--- config.mk ---
export PLATFORM = sky130hd
export DESIGN_NAME = div_unit
export DESIGN_NICKNAME = d
export VERILOG_FILES = /design/src/rtl/div_unit_pkg.sv /design/src/rtl/div_unit_step.sv /design/src/rtl/div_unit.sv
export SDC_FILE = /design/constraint.sdc
export NUM_CORES = 1
export LEC_CHECK = 0
export BUFFER_PORTS_ARGS = -buffer_cell sky130_fd_sc_hd__buf_4
export CELL_PAD_IN_SITES_DETAIL_PLACEMENT = 0
export CELL_PAD_IN_SITES_GLOBAL_PLACEMENT = 1
export CORE_MARGIN = 5
export CORE_UTILIZATION = 45
export CTS_CLUSTER_SIZE = 30
export DETAILED_ROUTE_END_ITERATION = 12
export PLACE_DENSITY_LB_ADDON = 0.1
export REMOVE_ABC_BUFFERS = 1
export SYNTH_ARGS = -nofsm -noshare
export SYNTH_HDL_FRONTEND = slang
export SYNTH_SLANG_ARGS = --single-unit
--- constraint.sdc ---
create_clock -name clk -period 6.5 [get_ports clk]
set_clock_uncertainty 0.1 [all_clocks]
set_input_delay 0.325 -clock clk [delete_from_list [all_inputs] [get_ports clk]]
set_output_delay 0.325 -clock clk [all_outputs]
set_load 0.1 [all_outputs]
--- src/rtl/div_unit_pkg.sv ---
// Shared definitions for the multi-cycle DIV/DIVU unit: sizes and FSM state encoding.
package div_unit_pkg;

  localparam int unsigned DIV_WIDTH = 32;
  localparam int unsigned DIV_CNT_W = 6;

  typedef enum logic [1:0] {
    DIV_IDLE   = 2'd0,
    DIV_BYZERO = 2'd1,
    DIV_RUN    = 2'd2,
    DIV_DONE   = 2'd3
  } div_state_e;

endpackage

--- src/rtl/div_unit_step.sv ---
// One combinational restoring-division step on the {rem, quo} shift register.
module div_unit_step #(
  parameter int unsigned WIDTH = 32
) (
  input  logic [2*WIDTH:0] rq,
  input  logic [WIDTH-1:0] divisor,
  output logic [2*WIDTH:0] rq_next
);

  logic [WIDTH+1:0] rem_sh;
  logic [WIDTH+1:0] trial;
  logic             ge;

  // Remainder after the left shift, with one guard bit so the trial sign is exact.
  always_comb begin
    rem_sh  = rq[2*WIDTH:WIDTH-1];
    trial   = rem_sh - {2'b00, divisor};
    ge      = ~trial[WIDTH+1];
    rq_next = {(ge ? trial[WIDTH:0] : rem_sh[WIDTH:0]), rq[WIDTH-2:0], ge};
  end

endmodule

--- src/rtl/div_unit.sv ---
// Multi-cycle 32/32 restoring divider for DIV/DIVU feeding the HI/LO writeback path.
// result_o = {hi = remainder, lo = quotient}; stall_o holds EX until ready_o.
module div_unit
  import div_unit_pkg::*;
#(
  parameter int unsigned WIDTH = DIV_WIDTH,
  parameter int unsigned CNT_W = DIV_CNT_W
) (
  input  logic               clk,
  input  logic               rst,
  input  logic               start_i,
  input  logic               signed_i,
  input  logic [WIDTH-1:0]   opdata1_i,
  input  logic [WIDTH-1:0]   opdata2_i,
  input  logic               annul_i,
  output logic [2*WIDTH-1:0] result_o,
  output logic               ready_o,
  output logic               stall_o
);

  div_state_e       state;
  logic [CNT_W-1:0] cnt;
  logic [WIDTH-1:0] dividend;
  logic [WIDTH-1:0] divisor;
  logic             neg_quo;
  logic             neg_rem;
  logic [2*WIDTH:0] rq;
  logic [2*WIDTH:0] rq_next;

  logic             a_neg;
  logic             b_neg;
  logic [WIDTH-1:0] a_abs;
  logic [WIDTH-1:0] b_abs;
  logic [WIDTH-1:0] quo_fix;
  logic [WIDTH-1:0] rem_fix;

  assign stall_o = start_i & ~annul_i & ~ready_o;

  // Operand magnitudes for signed mode; unsigned mode passes operands through.
  always_comb begin
    a_neg = signed_i & opdata1_i[WIDTH-1];
    b_neg = signed_i & opdata2_i[WIDTH-1];
    a_abs = a_neg ? -opdata1_i : opdata1_i;
    b_abs = b_neg ? -opdata2_i : opdata2_i;
  end

  div_unit_step #(.WIDTH(WIDTH)) u_step (
    .rq      (rq),
    .divisor (divisor),
    .rq_next (rq_next)
  );

  // Sign fix on the final step: quotient by sign XOR, remainder follows the dividend.
  always_comb begin
    quo_fix = neg_quo ? -rq_next[WIDTH-1:0] : rq_next[WIDTH-1:0];
    rem_fix = neg_rem ? -rq_next[2*WIDTH-1:WIDTH] : rq_next[2*WIDTH-1:WIDTH];
  end

  always_ff @(posedge clk or posedge rst) begin
    if (rst) begin
      state    <= DIV_IDLE;
      cnt      <= '0;
      dividend <= '0;
      divisor  <= '0;
      neg_quo  <= 1'b0;
      neg_rem  <= 1'b0;
      rq       <= '0;
      result_o <= '0;
      ready_o  <= 1'b0;
    end else if (annul_i) begin
      state   <= DIV_IDLE;
      ready_o <= 1'b0;
    end else begin
      case (state)
        DIV_IDLE: begin
          if (start_i) begin
            dividend <= opdata1_i;
            divisor  <= b_abs;
            neg_quo  <= a_neg ^ b_neg;
            neg_rem  <= a_neg;
            rq       <= {{(WIDTH+1){1'b0}}, a_abs};
            cnt      <= '0;
            state    <= (opdata2_i == '0) ? DIV_BYZERO : DIV_RUN;
          end
        end
        DIV_BYZERO: begin
          result_o <= {dividend, {WIDTH{1'b1}}};
          ready_o  <= 1'b1;
          state    <= DIV_DONE;
        end
        DIV_RUN: begin
          rq  <= rq_next;
          cnt <= cnt + CNT_W'(1);
          if (cnt == CNT_W'(WIDTH - 1)) begin
            result_o <= {rem_fix, quo_fix};
            ready_o  <= 1'b1;
            state    <= DIV_DONE;
          end
        end
        DIV_DONE: begin
          if (!start_i) begin
            ready_o <= 1'b0;
            state   <= DIV_IDLE;
          end
        end
        default: begin
          ready_o <= 1'b0;
          state   <= DIV_IDLE;
        end
      endcase
    end
  end

endmodule

* Word-level counts from Yosys, hierarchy flattened
Cells that the tools add are included.
Operators by class: add/subtract/negate cells 6, equal/unequal tests 9, mux-type cells 21, bitwise logic cells 8, reduce and logical (&&, ||, !) cells 10
Operator list (count):
- 65-bit case mux with 2 select lines | 1
- 32-bit two-way mux | 4
- 32-bit negation | 4
- 64-bit case mux with 2 select lines | 1
- 65-bit two-way mux | 1
- 64-bit two-way mux | 1
- 34-bit by 32-bit subtractor with 34-bit output | 1
- 33-bit two-way mux | 1
- 32-bit zero test | 1
- 3-bit AND reduction | 5
- 6-bit case mux with 2 select lines | 1
- 2-bit two-way mux | 5
- 3-bit != test (second input constant) | 3
- 2-bit case mux with 4 select lines | 1
- 6-bit by 1-bit adder with 6-bit output (second input constant) | 1
- 6-bit by 5-bit == test with 1-bit output (second input constant) | 1
- 6-bit two-way mux | 1
- 1-bit AND | 4
- 2-bit == test (second input constant) | 2
- 2-bit != test (second input constant) | 2
- 2-bit nonzero test | 2
- 4-bit nonzero test | 1
- 1-bit two-way mux | 3
- 1-bit inverter | 3
- other kinds (4) | 4
Word-level totals: bits in registers 204, bits of input ports 69, output and inout bits 66, word-level logic and storage cells 63

* Depth between registers and ports, before layout
depth in word-level cells 6, gate-level depth with buffers 22

* Cells and area by module
From an unflattened synthesis, not the netlist that was laid out.
Second synthesis, totals: cell total of the unflattened synthesis 1629, area total of the unflattened synthesis 13661.9 µm²
By module, submodules not included:
- div_unit | instances 1, cells an instance 1291, area an instance 11208.2 µm², sequential area each 5104.9 µm²
- div_unit_step | instances 1, cells an instance 338, area an instance 2453.6 µm², sequential area each 0.0 µm²

* Least setup slack after synthesis
OpenSTA, ideal clock, no wires.
path kind register to register, start point register rq[35], end point register result_o[28], arrival 4284 ps, required time 6263 ps, slack 1979 ps, cell stages (with the launch flop) 20, clock period less this slack 4521 ps, path through dfrtp_1 -> ha_1 -> and2_4 -> a221oi_4 -> a2111oi_4 -> o211a_4 -> nor4_4 -> nor2_8 -> inv_4 -> buf_2 -> buf_1 -> ha_1 -> nand2b_1 -> nand2b_1 -> nand2b_1 -> nand2b_1 -> nand2b_1 -> o41ai_1 -> xor2_1 -> a21oi_1
On the way: longest elaborated chain between the ends 6
Ends and longest elaborated chain:
- from (decl) | line div_unit.sv:27 | logic [2*WIDTH:0] rq;
- from (signal assigned) | line div_unit.sv:81 | rq <= {{(WIDTH+1){1'b0}}, a_abs};
- from (signal assigned) | line div_unit.sv:92 | rq <= rq_next;
- 34-bit by 32-bit subtractor with 34-bit output | line div_unit_step.sv:17 | trial = rem_sh - {2'b00, divisor};
- 1-bit inverter | line div_unit_step.sv:18 | ge = ~trial[WIDTH+1];
- 32-bit negation | line div_unit.sv:55 | quo_fix = neg_quo ? -rq_next[WIDTH-1:0] : rq_next[WIDTH-1:0];
- 32-bit two-way mux | line div_unit.sv:55
- 64-bit two-way mux | line div_unit.sv:94 | if (cnt == CNT_W'(WIDTH - 1)) begin
- 64-bit case mux with 2 select lines | line div_unit.sv:74 | case (state)
- to (signal assigned) | line div_unit.sv:87 | result_o <= {dividend, {WIDTH{1'b1}}};
- to (signal assigned) | line div_unit.sv:95 | result_o <= {rem_fix, quo_fix};
- to (decl) | line div_unit.sv:16 | output logic [2*WIDTH-1:0] result_o,
No other way between the ends. The select of a mux whose other input is x is not followed. A chain may end at the register's enable or synchronous reset.

* Worst setup path after layout
start point register rq[45], end point register result_o[28]
The elaborated chain is that of the path after synthesis.

==> metrics.cfg <==
[routing]
drtIter0Drc=850
drc=0
dr.pass1.iters=5
vias=12530
wl_mm=41.39
wl_per_cell_um=19.07
viasPerCell=5.769
ant_nets=0

[finish]
drive_above_1_share_pct=14.04
final_util_pct=54.68
insertedDiodeCount=0
final_nets=1876
syn_to_final_growth_pct=19.31
fillers=2841

[global_route]
track_usage_pct=23.92
grt_pass1_vias=12280
antenna_found_initial=1
grtUsageMet3_pct=2.664
grt_start_max_net_pins=124
overflow=0
met2_usage_pct=38.48
grt_busiest_layer=met2
met1_usage_pct=34.94
grt_pass1_wl_mm=66.45

[synth]
synth_cell_types=82
yosysWarnings=0
synth-seq-cells=204
synth-edff-count=0
avgSynthCellArea_sq_um=8.421
yosysSeqAreaShare_pct=37.28
ys.flop_type=dfrtp_1
syn_area_sq_um=13690
async_flop_share_pct=100.0
synthesis.instances=1626

[worst_setup_path]
r2r_slack_ns=1.37
arrival_ns=5.42
cp_max_fo=44
cpMostUsedCell=nand2b_1
end_kind=flop
critPathBufInv=1
reg2reg_depth=17
critPathKind=reg2reg
cp_num_cells=17
critPathRequiredTime_ns=6.79
crit_family=compound AO/OA/AOI/OAI gates
worst_setup_path_start_kind=flop
critPathMaxStageDelay_ns=0.47
path_cells=ha_1 > a21oi_1 > o21ai_0 > a21oi_1 > a21oi_1 > o31a_4 > nor2_8 > inv_4 > ha_1 > nand2b_1 > nand2b_1 > nand2b_1 > nand2b_1 > nand2b_1 > o41ai_1 > xor2_1 > a21oi_1
slowest_stage=a21oi_1

[placed_design]
preCtsSetupSlack_ns=1.435
portBuffers=134
gp_congestion=0.8772
hpwl_mm=30.14

[clock_network]
cts_resized=0
cts.clk_slew.worst_paths_ns=0.06
root_buffer=clkbuf_16
tritoncts=built
cts.sinks=204
clkLatencyLatePin_ns=0.54
clockBufferDepth=3
cts_made_buffers=26
cts_setup_buffers=0
htreeDepth=1

[sta]
maxSlewViolCount=0
fin_setup_tns_ns=0
period_share_pct=78.98
fin_crit_ns=5.133
max_slew_margin_pct=24.16
fmax_mhz=194.8
fin_ws_ns=1.367
tightest_slew_ns=1.135
rsz0062_at_grt=false
hold_viol=0
setup_viol=0

[floorplan]
core_area_sq_um=29870
fp.dieW_um=184.4
die_y_um=184.4
start_util_pct=45.83
ios=135
num_rows=63
die_area_sq_um=34020

[worst_hold_path]
hp-class=in2reg
holdPathStages=3

[flow_run]
drv_cap=0

[outcome]
outcome=completed

==> cells by family after synthesis <==
logic type	share of synthesized area, %
AO/OA/AOI/OAI	24.05
XOR/XNOR	8.507
adder cells (fa/ha/maj)	3.893
buffers and inverters	4.304
flip-flops	37.28
multiplexers	4.459
AND/OR/NAND/NOR	17.51
==> path summary, 6_finish.rpt <==
kind / from / endpoint
worst max register to register: rq[45]$_DFFE_PP0P_ / result_o[28]$_DFFE_PP0P_
max in group asynchronous: rst / rq[12]$_DFFE_PP0P_
worst max-delay path: rq[45]$_DFFE_PP0P_ / result_o[28]$_DFFE_PP0P_
worst min-delay path: opdata2_i[13] / divisor[13]$_DFFE_PP0P_
worst min register to register: divisor[28]$_DFFE_PP0P_ / divisor[28]$_DFFE_PP0P_
min in group asynchronous: rst / divisor[2]$_DFFE_PP0P_
==> worst reg2reg max path, cell delays in order, from the launching register on <==
cell	delay [ns]
dfrtp_1	0.43
ha_1	0.43
a21oi_1	0.15
o21ai_0	0.42
a21oi_1	0.12
a21oi_1	0.47
o31a_4	0.31
nor2_8	0.12
inv_4	0.42
ha_1	0.31
nand2b_1	0.12
nand2b_1	0.20
nand2b_1	0.27
nand2b_1	0.25
nand2b_1	0.21
o41ai_1	0.40
xor2_1	0.18
a21oi_1	0.08
==> state kept, by name (all words and copies together) (netlist names) <==
signal / count
cnt: 6
state: 2
rq: 65
neg_rem: 1
dividend: 32
ready_o: 1
divisor: 32
result_o: 64
neg_quo: 1
==> routing by layer <==
metal	part of all wire (%)	up-vias
li1	-	6124
met1	47	6026
met2	46	315
met3	4.9	58
met4	2.1	2
met5	0.022	-
==> synth_stat cells, types with 4 or more instances <==
master / n / share of area (%)
mux2_2: 32 / 2.6
inv_1: 56 / 1.5
nand2_1: 184 / 5.0
a31oi_1: 6 / 0.27
nand2b_1: 14 / 0.64
or3_1: 17 / 0.78
nand4_1: 13 / 0.59
and3_1: 6 / 0.27
buf_1: 12 / 0.33
a21oi_1: 179 / 6.5
xnor2_1: 52 / 3.3
nor4b_1: 4 / 0.26
ha_1: 41 / 3.7
nand3_1: 20 / 0.73
or4_1: 9 / 0.49
o22a_1: 4 / 0.26
o211ai_1: 9 / 0.49
nor4_1: 20 / 0.91
nor2b_1: 9 / 0.41
a211oi_1: 9 / 0.49
nor2_1: 150 / 4.1
clkbuf_1: 74 / 2.0
o21a_1: 9 / 0.49
o22ai_1: 38 / 1.7
mux2i_1: 25 / 1.8
o41ai_1: 14 / 0.90
nor3_1: 28 / 1.0
buf_2: 7 / 0.26
o221ai_1: 5 / 0.32
o21ai_0: 146 / 5.3
o31a_1: 5 / 0.32
or2_2: 7 / 0.32
xor2_1: 81 / 5.2
o31ai_1: 28 / 1.5
dfrtp_1: 204 / 37
a21o_1: 17 / 0.93
nand3b_1: 5 / 0.27
and2_1: 10 / 0.46
a21boi_0: 6 / 0.33
a221oi_1: 6 / 0.38
and3b_1: 4 / 0.26
==> cell usage in the layout, fill, tap and decap left out, types with 32 or more instances in the layout <==
master,instances
inv_1,55
dlygate4sd3_1,54
nand2_1,184
ha_1,40
o22ai_1,38
xnor2_1,52
dfrtp_1,204
xor2_1,81
nor2_1,148
buf_4,151
o21ai_0,146
mux2_2,32
a21oi_1,179
==> final cells by class <==
class,instances,area (sq um),share of cell area (%)
Clock buffer,38,735.7,4.503
Multi-Input combinational cell,1270,8011,49.04
Sequential cell,204,5105,31.25
Tap cell,390,488.0,2.987
Clock inverter,6,95.09,0.5821
Inverter,58,227.7,1.394
Timing Repair Buffer,205,1674,10.25
==> stage by stage <==
stage	area, sq um	std cells	hold slack, ns
3_3_place_gp	14970	2073	0.3628
3_5_place_dp	14970	2073	0.3700
4_1_cts	16340	2171	0.00004752
5_1_grt	16340	2171	0.01533
6_report	16340	2171	0.01104
2_1_floorplan	13320	1532	0.2914
==> repair_timing <==
action,4_1_cts,5_1_grt
endpoints found under the setup margin,0,0
hold buffers,54,0
hold endpoints to repair,181,0
Power is not shown: default switching activity piles up to over one toggle a cycle in this logic, so the estimate is an artifact.
